**config.mk**
```make
export PLATFORM = sky130hd
export DESIGN_NAME = store_buffer
export DESIGN_NICKNAME = d
export VERILOG_FILES = /design/src/rtl/store_buffer.sv
export SDC_FILE = /design/constraint.sdc
export NUM_CORES = 1
export LEC_CHECK = 0
export CORE_MARGIN = 2
export CORE_UTILIZATION = 49
export CTS_BUF_LIST = sky130_fd_sc_hd__clkbuf_2 sky130_fd_sc_hd__clkbuf_4 sky130_fd_sc_hd__clkbuf_8
export DETAILED_ROUTE_END_ITERATION = 12
export PLACE_DENSITY = 0.74
export SLEW_MARGIN = 40
export SYNTH_ARGS = -nofsm -noshare
export SYNTH_HDL_FRONTEND = slang
export SYNTH_SLANG_ARGS = --single-unit
```
**constraint.sdc**
```tcl
create_clock -name clk -period 3.52 [get_ports clk]
set_clock_uncertainty 0.15 [all_clocks]
set_input_delay 0.704 -clock clk [delete_from_list [all_inputs] [get_ports clk]]
set_output_delay 0.704 -clock clk [all_outputs]
set_load 0.01 [all_outputs]
```
**src/rtl/store_buffer.sv**
```systemverilog
// Posted-write store buffer between a CPU and a single-ported memory; loads go out as memory reads.
// Optional macro SB_FORWARD_EN: loads that hit a buffered store are answered from the buffer.
module store_buffer #(
   parameter int DEPTH = 4,
   parameter int DW    = 32
) (
   input  logic          clk,
   input  logic          reset,
   input  logic          cpu_we,
   input  logic          cpu_re,
   input  logic [DW-1:0] cpu_addr,
   input  logic [DW-1:0] cpu_wdata,
   output logic [DW-1:0] cpu_rdata,
   output logic          cpu_stall,
   output logic          mem_req,
   output logic          mem_we,
   output logic [DW-1:0] mem_addr,
   output logic [DW-1:0] mem_wdata,
   input  logic          mem_ack,
   input  logic [DW-1:0] mem_rdata
);
   localparam int          AW   = $clog2(DEPTH);
   localparam logic [AW:0] FULL = (AW+1)'(DEPTH);

   typedef enum logic [1:0] {IDLE, WRITE, READ} state_t;

   state_t        state_q, state_d;
   logic [DW-1:0] addr_q [DEPTH];
   logic [DW-1:0] data_q [DEPTH];
   logic [AW-1:0] head_q, head_d, tail_q, tail_d;
   logic [AW:0]   count_q, count_d;
   logic          mem_req_q, mem_req_d, mem_we_q, mem_we_d;
   logic [DW-1:0] mem_addr_q, mem_addr_d, mem_wdata_q, mem_wdata_d;

   logic          ack, load, enq, deq, fwd_hit, rd_start;
   logic [DW-1:0] fwd_data, word_addr;
   logic          unused_addr_lsb;

   // an acknowledge arriving during reset belongs to an abandoned transfer
   assign ack             = mem_ack & ~reset;
   assign load            = cpu_re & ~cpu_we;
   assign word_addr       = {cpu_addr[DW-1:2], 2'b00};
   assign unused_addr_lsb = ^cpu_addr[1:0];
   assign enq             = cpu_we & (count_q != FULL);
   assign deq             = (state_q == WRITE) & ack;

`ifdef SB_FORWARD_EN
   // scan oldest to newest so the youngest matching store wins
   always_comb begin
      fwd_hit  = 1'b0;
      fwd_data = '0;
      for (int i = 0; i < DEPTH; i++) begin
         if (((AW+1)'(i) < count_q) && (addr_q[head_q + AW'(i)] == word_addr)) begin
            fwd_hit  = 1'b1;
            fwd_data = data_q[head_q + AW'(i)];
         end
      end
   end
   assign rd_start = load & ~fwd_hit;
`else
   assign fwd_hit  = 1'b0;
   assign fwd_data = '0;
   assign rd_start = load & (count_q == '0);
`endif

   always_comb begin
      cpu_stall = 1'b0;
      cpu_rdata = '0;
      if (cpu_we) begin
         cpu_stall = (count_q == FULL);
      end else if (cpu_re) begin
         if (fwd_hit)
            cpu_rdata = fwd_data;
         else if ((state_q == READ) && ack)
            cpu_rdata = mem_rdata;
         else
            cpu_stall = 1'b1;
      end
   end

   always_comb begin
      state_d     = state_q;
      mem_req_d   = mem_req_q;
      mem_we_d    = mem_we_q;
      mem_addr_d  = mem_addr_q;
      mem_wdata_d = mem_wdata_q;
      head_d      = deq ? head_q + AW'(1) : head_q;
      tail_d      = enq ? tail_q + AW'(1) : tail_q;
      count_d     = count_q + (AW+1)'(enq) - (AW+1)'(deq);
      case (state_q)
         IDLE: begin
            if (rd_start) begin
               state_d     = READ;
               mem_req_d   = 1'b1;
               mem_we_d    = 1'b0;
               mem_addr_d  = word_addr;
               mem_wdata_d = '0;
            end else if (count_q != '0) begin
               state_d     = WRITE;
               mem_req_d   = 1'b1;
               mem_we_d    = 1'b1;
               mem_addr_d  = addr_q[head_q];
               mem_wdata_d = data_q[head_q];
            end
         end
         WRITE, READ: begin
            if (ack) begin
               state_d   = IDLE;
               mem_req_d = 1'b0;
            end
         end
         default: state_d = IDLE;
      endcase
   end

   always_ff @(posedge clk) begin
      if (reset) begin
         state_q     <= IDLE;
         head_q      <= '0;
         tail_q      <= '0;
         count_q     <= '0;
         mem_req_q   <= 1'b0;
         mem_we_q    <= 1'b0;
         mem_addr_q  <= '0;
         mem_wdata_q <= '0;
      end else begin
         state_q     <= state_d;
         head_q      <= head_d;
         tail_q      <= tail_d;
         count_q     <= count_d;
         mem_req_q   <= mem_req_d;
         mem_we_q    <= mem_we_d;
         mem_addr_q  <= mem_addr_d;
         mem_wdata_q <= mem_wdata_d;
      end
   end

   always_ff @(posedge clk) begin
      if (enq && !reset) begin
         addr_q[tail_q] <= word_addr;
         data_q[tail_q] <= cpu_wdata;
      end
   end

   assign mem_req   = mem_req_q;
   assign mem_we    = mem_we_q;
   assign mem_addr  = mem_addr_q;
   assign mem_wdata = mem_wdata_q;
endmodule

```
# Word level (Yosys, flattened, before mapping)
# Memory sizes are Yosys's and may differ from the RTL's. A register that Yosys moved wholly into a read port is not among the register bits.
# Cells that the tools add are included.
# totals
regBits,75
mem_bits_rw,248
in_bits,101
elab_cells,64
n_memories,2
# op_classes
add_sub_neg,4
n_eq_ne,6
n_mux,25
bitwise_logic,7
n_reduce_logical,12
# memory_table
name,words,width,read_ports,rd_ports_with_merged_regs,write_ports,line,text
data_q,4,32,1,1,1,29,logic [DW-1:0] data_q [DEPTH];
addr_q,4,30,1,1,1,28,logic [DW-1:0] addr_q [DEPTH];
# op_table
op,n
$mux 32,7
$mux 2,7
$mux 1,9
$ne 3x3->1 const B,2
$and 1x1->1,5
$add 2x1->2 const B,2
$pmux 2 s2,1
$reduce_and 2->1,2
$reduce_bool 2->1,2
$add 3x1->3,1
$eq 3x3->1 const B,1
$logic_not 3->1,1
$reduce_and 3->1,1
$reduce_bool 3->1,1
$sub 3x1->3,1
$eq 2x1->1 const B,1
$eq 2x2->1 const B,1
$logic_and 1x1->1,2
$logic_not 2->1,1
$ne 2x2->1 const B,1
$not 1->1,2
$pmux 1 s2,1
$reduce_or 2->1,1
$logic_not 1->1,1

# Depth between registers and ports, before layout
# Gate-level depths: netlist of the first run.
# logic_depth
word_depth,6
depth_mapped,9
depth_no_buf,9

# Worst setup path after synthesis of the first run
# Ideal clock, no wire load.
# synth_path
kind,input to register
start,in reset
end,"mem addr_q[2][0] in the netlist's numbering, enable pin"
setup_ns,0.426
arrival_ns,2.657
required_time_ns,2.944
slack_ns,0.286
path_stages,4
n_path_buf,1
cell_sequence,clkbuf_1 inv_1 and3_1 and2_1
# synth_between
elab_chain_cells,4
# synth_rtl
item,line,text
"start, declared",8,"input logic reset,"
$logic_not 1->1,139,if (enq && !reset) begin
$logic_and 1x1->1,139,
$mux 1,139,
$mux 1 (not written as such),140,addr_q[tail_q] <= word_addr;
"end, declared",28,
# No other way between the ends.

# Worst setup path after layout of the first run
# layout_path
start,in mem_ack
end,out cpu_rdata[15]
# layout_between
elab_chain_cells,5
# layout_rtl
item,line,text
"start, declared",19,"input logic mem_ack,"
$and 1x1->1,40,assign ack = mem_ack & ~reset;
$logic_and 1x1->1,74,else if ((state_q == READ) && ack)
$mux 32,74,
$mux 32,71,end else if (cpu_re) begin
$mux 32,69,if (cpu_we) begin
"end, declared",13,"output logic [DW-1:0] cpu_rdata,"
# No other way between the ends.

==> results of run 1 <==
[logic make-up after synthesis]
group | count (synthesis)
xor gates and xnor gates | 6
other | 1
DFF | 323
AOI/OAI and AO/OA | 105
and+or+nand+nor | 97
muxes | 92
buffers and inverters | 50
adders and majority gates | 10
[worst paths after layout]
path	start	endpoint	cells after the start
worst min register to register	mem_we	mem_we	2
worst max-delay path	mem_ack	cpu_rdata[15]	7
worst max register to register	count_q[1]	count_q[2]	8
worst min-delay path	mem_we	mem_we	2
[cells in the mapped netlist]
| cell type | instances | share of area, % |
|---|---|---|
| a211oi_1 | 1 | 0.062 |
| nand2_1 | 7 | 0.22 |
| nor2b_1 | 3 | 0.15 |
| inv_1 | 7 | 0.22 |
| nand2b_4 | 1 | 0.11 |
| nor3_4 | 1 | 0.13 |
| xor2_1 | 4 | 0.29 |
| buf_6 | 3 | 0.28 |
| a21o_1 | 1 | 0.062 |
| and3_1 | 1 | 0.051 |
| mux4_2 | 62 | 11 |
| conb_1 | 1 | 0.031 |
| edfxtp_1 | 248 | 61 |
| and2_1 | 37 | 1.9 |
| a31oi_1 | 1 | 0.051 |
| buf_1 | 7 | 0.22 |
| fa_1 | 1 | 0.16 |
| nor2_1 | 43 | 1.3 |
| buf_4 | 6 | 0.37 |
| a32o_1 | 1 | 0.082 |
| a21oi_1 | 37 | 1.5 |
| clkbuf_1 | 18 | 0.55 |
| xnor2_1 | 2 | 0.14 |
| buf_2 | 6 | 0.25 |
| mux2i_1 | 30 | 2.5 |
| ha_1 | 9 | 0.92 |
| nand2b_1 | 1 | 0.051 |
| clkbuf_4 | 2 | 0.12 |
| o21ai_0 | 31 | 1.3 |
| dfxtp_1 | 75 | 12 |
| or3b_2 | 1 | 0.072 |
| clkbuf_2 | 1 | 0.041 |
| a22oi_1 | 33 | 2.0 |
| nand3_1 | 2 | 0.082 |
[sequential cells by signal, indices dropped and copies added (netlist names), 2 cells and up, named ones only]
signal and cells:
data_q 128, state_q 2, count_q 3, tail_q 2, mem_wdata 32, head_q 2
mem_addr 30, addr_q 120
[repair_timing]
item	4_1_cts	5_1_grt
setup buffers	0	0
setup endpoints to repair	0	2
hold buffers	0	0
gates resized for setup	0	1
[report_power, final]
group / leakage [nW] / total, mW / internal, mW / switching [mW]
clock: 0.550 / 3.17 / 1.79 / 1.38
combinational: 1.80 / 2.48 / 1.24 / 1.24
sequential: 2.87 / 4.81 / 4.59 / 0.220
total: 5.22 / 10.5 / 7.62 / 2.84
[layer usage]
layer / GRT usage (%) / vias to the layer above / wire [um]
li1: - / 3120 / -
met1: 26.2 / 3333 / 10800
met2: 31.2 / 207 / 12000
met3: 5.16 / 33 / 1710
met4: 4.59 / 0 / 329
met5: 0 / - / 0
[worst register-to-register path: cells and delay by family (launching register included)]
kind	cells	cell delay (ps)
AND/OR/NAND/NOR	3	800
adder cells (fa/ha/maj)	2	560
flip-flops	1	380
XOR/XNOR	2	340
buffers and inverters	1	50
[area by class of cell]
class / count / area [um2]
clock buffer: 73 / 898
clock inverter: 18 / 138
fill: 1720 / 8710
inverter: 7 / 26.3
multi-input combinational: 312 / 3040
sequential: 323 / 8960
tap: 324 / 405
timing repair buffer: 215 / 2220
==> metrics.cfg, run 1 <==
[worst_setup_path]
slowest_stage=clkdlybuf4s50_1
cp-end-kind=primary output
critPathBufInv=3
crit_chain=clkdlybuf4s50_1 -> nor2b_2 -> nand2_1 -> nor2_1 -> buf_12 -> and2_1 -> clkdlybuf4s50_1
cp.required_ps=2670
critPathMaxFanout=32
cp-start-kind=input port
worst-setup-path-type=in -> out
arrival_ps=2500
crit_path_max_incr_delay_ps=540
timing.critical_path.mode_cell=clkdlybuf4s50_1
r2r_slack_ps=1090
critPathTopFamily=buffers and inverters

[floorplanning]
num_io_pins=200
die_x_um=162
start_util_pct=50.0
die_h_um=162
rows=57
coreArea_mm2=0.0244
die-area_mm2=0.0262

[cts]
clk_pin_slew_worst_paths_ps=60
cts_buffers=49
ctsLongestPathBuffers=3
cts_tree=yes
clock_latency_ps=560
cts.sinks=323
cts_htree_levels=2
root_buffer=clkbuf_8

[final_layout]
layout_common_cells=edfxtp_1 (248), clkdlybuf4s50_1 (194), dfxtp_1 (73), mux4_2 (62), clkbuf_8 (56)
design_area_mm2=0.0157
layout-drive-gt1-share_pct=19.1
final_core_util_pct=64.3
synthToLayoutAreaGrowth_pct=28.5
diodes=0
nets=1019
layout_commonest_cell=edfxtp_1
final_cells=1272

[sta]
relSlewSlack_pct=60.8
rsz0062_at_grt=false
finalSetupTns_ps=0
post-route-min-period_ps=3350
fmax_mhz=298
tightest_slew_ps=587
hold_slack_ps=339
setup_viol_count_final=0
maxSlewViolCount=0
setup_ws_ps=168
finalHoldViolCount=0
fin_crit_sh_pct=95.2

[pwr]
power_leakage_nw=5.22
power_mw=10.5
ir_worst_vdd_mv=0.520
p_per_area_mw_per_mm2=667

[synthesis]
synth_top_family_by_area=multiplexers
ys_ff_latch=323
synth_area_mm2=0.0122
synth_compound_area_share_pct=5.08
synth_cell_types=34
avgSynthCellArea_um2=17.8
synthCells=684
yosys.area_share.simple_pct=4.09
synth_warnings=0
synthAdderAreaFrac_pct=1.09
synth.area.mux_share_pct=13.9
synth_xor_xnor_area_share_pct=0.431
yosysSeqAreaShare_pct=73.3

[routing]
drt_iter0_drc=479
drt-wirelength-per-cell_um=19.5
drc=0
ant_nets=0
num_vias=6693
wl_um=24900
firstDrtPassIters=5
via_per_inst=5.26

[place]
place_area_mm2=0.0146
gp_congestion=0.748
dp_hpwl_um=15000
port_buffers=195
place_inst=1181
dp_slack_ps=123

[global_route]
grt_max_degree=63
grt_pass1_wl_um=38900
grt_pass1_vias=6885
gr-total-overflow=0
antenna_found_initial=0
track_usage_pct=19.2

[min_path]
worstHoldPathType=reg -> reg

[status]
outcome=complete, no violations

[job]
maxCapViolations=0

(Power assumes the default switching activity.)
==> inputs of run 2 (changes only) <==
- CORE_MARGIN: 2 -> default
- SKIP_CTS_REPAIR_TIMING: default -> 1
- clock period: 3.52 -> 3.4 ns (I/O delays scaled with it)
==> metrics.cfg, run 2 (synthesized netlist as in run 1, its figures left out) <==
[floorplanning]
start_util_pct=50.0
die_x_um=160
coreArea_mm2=0.0244
rows=57
die-area_mm2=0.0255
num_io_pins=200
die_h_um=160

[worst_setup_path]
r2r-start=count_q[2]
arrival_ps=2480
critical_path.startpoint=mem_ack
cp-start-kind=input port
worst-setup-path-type=in -> out
cp.required_ps=2570
critPathMaxFanout=32
cp-end-kind=primary output

[sta]
finalHoldViolCount=0
maxSlewViolCount=0
fmax_mhz=302
tightest_slew_ps=584
relSlewSlack_pct=61.0
post-route-min-period_ps=3310
setup_ws_ps=88.5
finalSetupTns_ps=0
fin_crit_sh_pct=97.4
setup_viol_count_final=0
rsz0062_at_grt=false

[global_route]
grt_max_degree=61
gr-total-overflow=0
track_usage_pct=19.6
grt_pass1_wl_um=38500
antenna_found_initial=0
grt_pass1_vias=6905

[place]
port_buffers=195
dp_slack_ps=-10.5
gp_congestion=0.768
dp_hpwl_um=15100

[routing]
drc=0
firstDrtPassIters=4
drt-wirelength-per-cell_um=19.5
drt_iter0_drc=393
wl_um=24800
dr.max_layer_used=met4
route.met3.wl_um=1620
wl_met1_um=10400
num_vias=6713
ant_nets=0
via_per_inst=5.27
dr_wl_met2_um=12500

[cts]
clk_pin_slew_worst_paths_ps=60
root_buffer=clkbuf_8
cts.sinks=323
clock_latency_ps=550
cts_htree_levels=2
ctsLongestPathBuffers=3
cts_tree=yes
cts_buffers=49

[final_layout]
layout_common_cells=edfxtp_1 (248), clkdlybuf4s50_1 (194), dfxtp_1 (73), mux4_2 (62), clkbuf_8 (53)
fillers=1751
layout-drive-gt1-share_pct=19.1
top_register=data_q
nets=1022
diodes=0
layout_commonest_cell=edfxtp_1
regArea_mm2=0.00895
largest_reg_flops=128
multiInputGateArea_mm2=0.00304
synthToLayoutAreaGrowth_pct=28.3

[status]
outcome=complete, no violations

[pwr]
ir_worst_vdd_mv=0.577
p_per_area_mw_per_mm2=676
power_leakage_nw=5.21

[min_path]
hp-start=mem_wdata[9]
worstHoldPathType=reg -> reg

[job]
maxCapViolations=0

-- run 2: cell types whose count changed in the layout (fill, tap and decap cells not counted), sizes merged --
cell      before  now
buf           21   24
bufinv         2    0
clkinv        14   16
clkinvlp       2    0
inv            7    8
-- run 2: worst max-delay path: stages --
cell,delay [ps]
clkdlybuf4s50_1,490
nor2b_2,190
nand2_1,110
nor2_2,140
buf_12,170
and2_1,150
clkdlybuf4s50_1,540
-- run 2: per-stage QoR --
step                instance area (um2)  cells  hold WS [ps]  power [mW]  utilization [%]
floorplan                         12200    685           319        6.46                -
global placement                  14700   1184           321        7.56             60.2
detailed placement                14700   1184           348        7.62             60.2
CTS                               15600   1274           362        10.7             64.1
global route                      15700   1274           387        11.1             64.2
finish                            15700   1274           356        10.6             64.2
-- run 2: metal layers --
metal	track usage [%]	vias to the layer above
met3	4.29	30
met1	25.2	3334
met2	33.9	220
li1	-	3129
met4	5.11	0
met5	0	-
-- run 2: area by class of cell --
cell class | instances | area share (%)
clock buffer | 73 | 5.62
clock inverter | 17 | 0.496
inverter | 7 | 0.168
multi-input combinational | 312 | 19.4
sequential | 323 | 57.2
tap | 324 | 2.59
timing repair buffer | 218 | 14.5
-- run 2: path summary, 6_finish.rpt --
kind | slack (ps) | to | cells after the start
setup / recovery | 90 | cpu_rdata[4] | 7
setup reg to reg | 1020 | count_q[2] | 8
hold reg to reg | 360 | mem_wdata[9] | 2
hold / removal | 360 | mem_wdata[9] | 2
-- run 2: report_power, final --
part / total [mW] / switching (mW) / internal, mW / leakage (nW)
Combinational: 2.48 / 1.23 / 1.25 / 1.82
Sequential: 5.03 / 0.273 / 4.76 / 2.87
Clock: 3.06 / 1.40 / 1.66 / 0.519
Total: 10.6 / 2.91 / 7.67 / 5.21
==> inputs of run 3 (changes only) <==
--- a/config.mk
+++ b/config.mk
@@ -6,6 +6,8 @@
 export NUM_CORES = 1
 export LEC_CHECK = 0
+export ABC_AREA = 1
 export CORE_UTILIZATION = 49
 export CTS_BUF_LIST = sky130_fd_sc_hd__clkbuf_2 sky130_fd_sc_hd__clkbuf_4 sky130_fd_sc_hd__clkbuf_8
+export CTS_CLUSTER_SIZE = 16
 export DETAILED_ROUTE_END_ITERATION = 12
 export PLACE_DENSITY = 0.74
--- a/constraint.sdc
+++ b/constraint.sdc
@@ -3,3 +3,3 @@
 set_input_delay 0.68 -clock clk [delete_from_list [all_inputs] [get_ports clk]]
 set_output_delay 0.68 -clock clk [all_outputs]
-set_load 0.01 [all_outputs]
+set_load 0.1 [all_outputs]
==> metrics.cfg, run 3 <==
[global_route]
grt.busiest_layer=met2
use_met3_pct=3.92
grt_pass1_vias=8734
track_usage_pct=21.7
antenna_found_initial=0
met2_usage_pct=39.8
grt_max_degree=66
gr-total-overflow=0
grtUsageMet1_pct=25.6
grt_pass1_wl_um=45200

[worst_setup_path]
cp-end-kind=primary output
cp.required_ps=2570
slowest_stage=clkdlybuf4s50_1
cp-start-kind=input port
crit_chain=clkdlybuf4s50_1 -> inv_1 -> nand2_1 -> inv_1 -> buf_12 -> nand2_1 -> nor2_1 -> buf_12
critPathMaxFanout=32
critPathTopFamily=buffers and inverters
critical_path.startpoint=cpu_we
critPathBufInv=5
reg2reg_to=mem_wdata[6]
r2r_slack_ps=920
arrival_ps=2100
reg2regPathDepth=8
crit_path_max_incr_delay_ps=430
worst-setup-path-type=in -> out

[place]
place_inst=1713
port_buffers=195
dp_slack_ps=311
gp_congestion=0.789
dp_hpwl_um=17100
place_area_mm2=0.0155

[cts]
cts.sinks=323
clk_pin_slew_worst_paths_ps=60
cts_tree=yes
ctsLongestPathBuffers=3
cts_htree_levels=2
cts_buffers=49
root_buffer=clkbuf_8
clock_latency_ps=550

[final_layout]
nets=1540
synthToLayoutAreaGrowth_pct=26.8
largest_reg_flops=128
final_core_util_pct=63.5
layout-drive-gt1-share_pct=16.7
diodes=0
layout_commonest_cell=nand2_1
final_cells=1804
design_area_mm2=0.0165
layout_common_cells=nand2_1 (312), edfxtp_1 (248), nor2_1 (165), clkdlybuf4s50_1 (97), nand3_1 (95)
top_register=data_q

[sta]
hold_slack_ps=313
finalHoldViolCount=0
relSlewSlack_pct=53.6
tightest_slew_ps=696
fmax_mhz=342
fin_crit_sh_pct=86.1
setup_ws_ps=472
rsz0062_at_grt=false
post-route-min-period_ps=2930
maxSlewViolCount=0
setup_viol_count_final=0

[synthesis]
synthFlopType=edfxtp_1
synth_area_mm2=0.0130
synth_top_area_cell=edfxtp_1
synth_cell_types=27
synthTopCellsByArea=edfxtp_1 (57%), dfxtp_1 (12%), nand2_1 (9.0%)
async_reset_ff_share_pct=0
yosysSeqAreaShare_pct=68.6
yosysMostFrequentCell=nand2_1
avgSynthCellArea_um2=10.6
synthCells=1230
synth_warnings=0
ys_ff_latch=323
synth_top_area_share_pct=57.1
synth_edf_count=248
synth_common_cells=nand2_1 (312), edfxtp_1 (248), nor2_1 (169)

[floorplanning]
start_util_pct=50.1
die-area_mm2=0.0273
coreArea_mm2=0.0261
die_x_um=165
die_h_um=165
rows=59
num_io_pins=200

[pwr]
p_per_area_mw_per_mm2=818
switching_share_pct=42.1
pwr-share-clk_pct=23.9
power_leakage_nw=6.32
ir_worst_vdd_mv=0.552
seqPwrFrac_pct=37.2
p_switching_mw=5.69
p_int_mw=7.84
p_comb_share_pct=39.0

[routing]
drt_iter0_drc=604
drt-wirelength-per-cell_um=16.3
num_vias=9230
ant_nets=0
firstDrtPassIters=5
via_per_inst=5.12
wl_um=29500
drc=0

[min_path]
hold_depth=2
hold_end=mem_wdata[19]
hp-start=mem_wdata[19]
worstHoldPathType=reg -> reg

[status]
outcome=complete, no violations

[job]
maxCapViolations=0

-- run 3: cell types whose count changed in the layout (fill, tap and decap cells not counted), sizes merged, moves of 37 or more --
cell / before / now
nand2: 7 / 323
nor2: 43 / 171
clkdlybuf4s50: 194 / 97
nand3: 2 / 95
and2: 37 / 0
buf: 24 / 125
mux4: 62 / 0
inv: 8 / 56
a21oi: 37 / 102
-- run 3: layout make-up --
type | count | area, um2
fillers | 2028 | 9510
well taps | 335 | 419
repair buffers | 222 | 2440
inverters | 56 | 213
clock inverters | 10 | 70.1
clock buffers | 81 | 952
flip-flops and latches | 323 | 8950
multi-input cells | 777 | 3500
-- run 3: logic make-up after synthesis --
kind of cell    after synthesis  synth area share (%)
compound gates              170                  6.96
xor+xnor                      3                 0.201
fa+ha+maj                    10                  1.02
buf+inv                     131                  4.91
flops                       323                  68.6
other cells                   1                0.0287
simple gates                592                  18.3
-- run 3: layer usage --
layer  vias to the layer above  wire, um
li1                       4538         -
met1                      4351     11900
met2                       290     15100
met3                        51      1900
met4                         0       523
met5                         -         0
-- run 3: worst max path at each step --
| stage | to | slack (ps) | cells after the start |
|---|---|---|---|
| global placement | data_q[1][18] | 310 | 6 |
| floorplan | addr_q[0][0] | -960 | 4 |
| global route | cpu_rdata[25] | 280 | 8 |
| detailed placement | data_q[1][4] | 310 | 6 |
| finish | cpu_rdata[24] | 470 | 8 |
| CTS | cpu_rdata[24] | 420 | 8 |
-- run 3: worst reg2reg max path: cells and delay by family (launching register included) --
kind / cells / cell delay (ps)
compound gates: 2 / 210
simple gates: 4 / 480
buf+inv: 2 / 1230
flops: 1 / 350
-- run 3: power by group through the flow --
| stage | Combinational (mW) | Clock, mW | Sequential (mW) |
|---|---|---|---|
| after floorplan | 1.75 | 0 | 7.47 |
| after global placement | 5.23 | 0 | 5.10 |
| after detailed placement | 5.30 | 0 | 5.11 |
| after CTS | 5.31 | 3.28 | 5.04 |
| after global routing | 5.63 | 3.46 | 5.09 |
| final | 5.27 | 3.23 | 5.03 |
-- run 3: metrics by stage --
stage | total power [mW] | setup TNS (ps)
final | 13.5 | 0
after global routing | 14.2 | 0
after CTS | 13.6 | 0
after detailed placement | 10.4 | 0
after global placement | 10.3 | 0
after floorplan | 9.22 | -237180
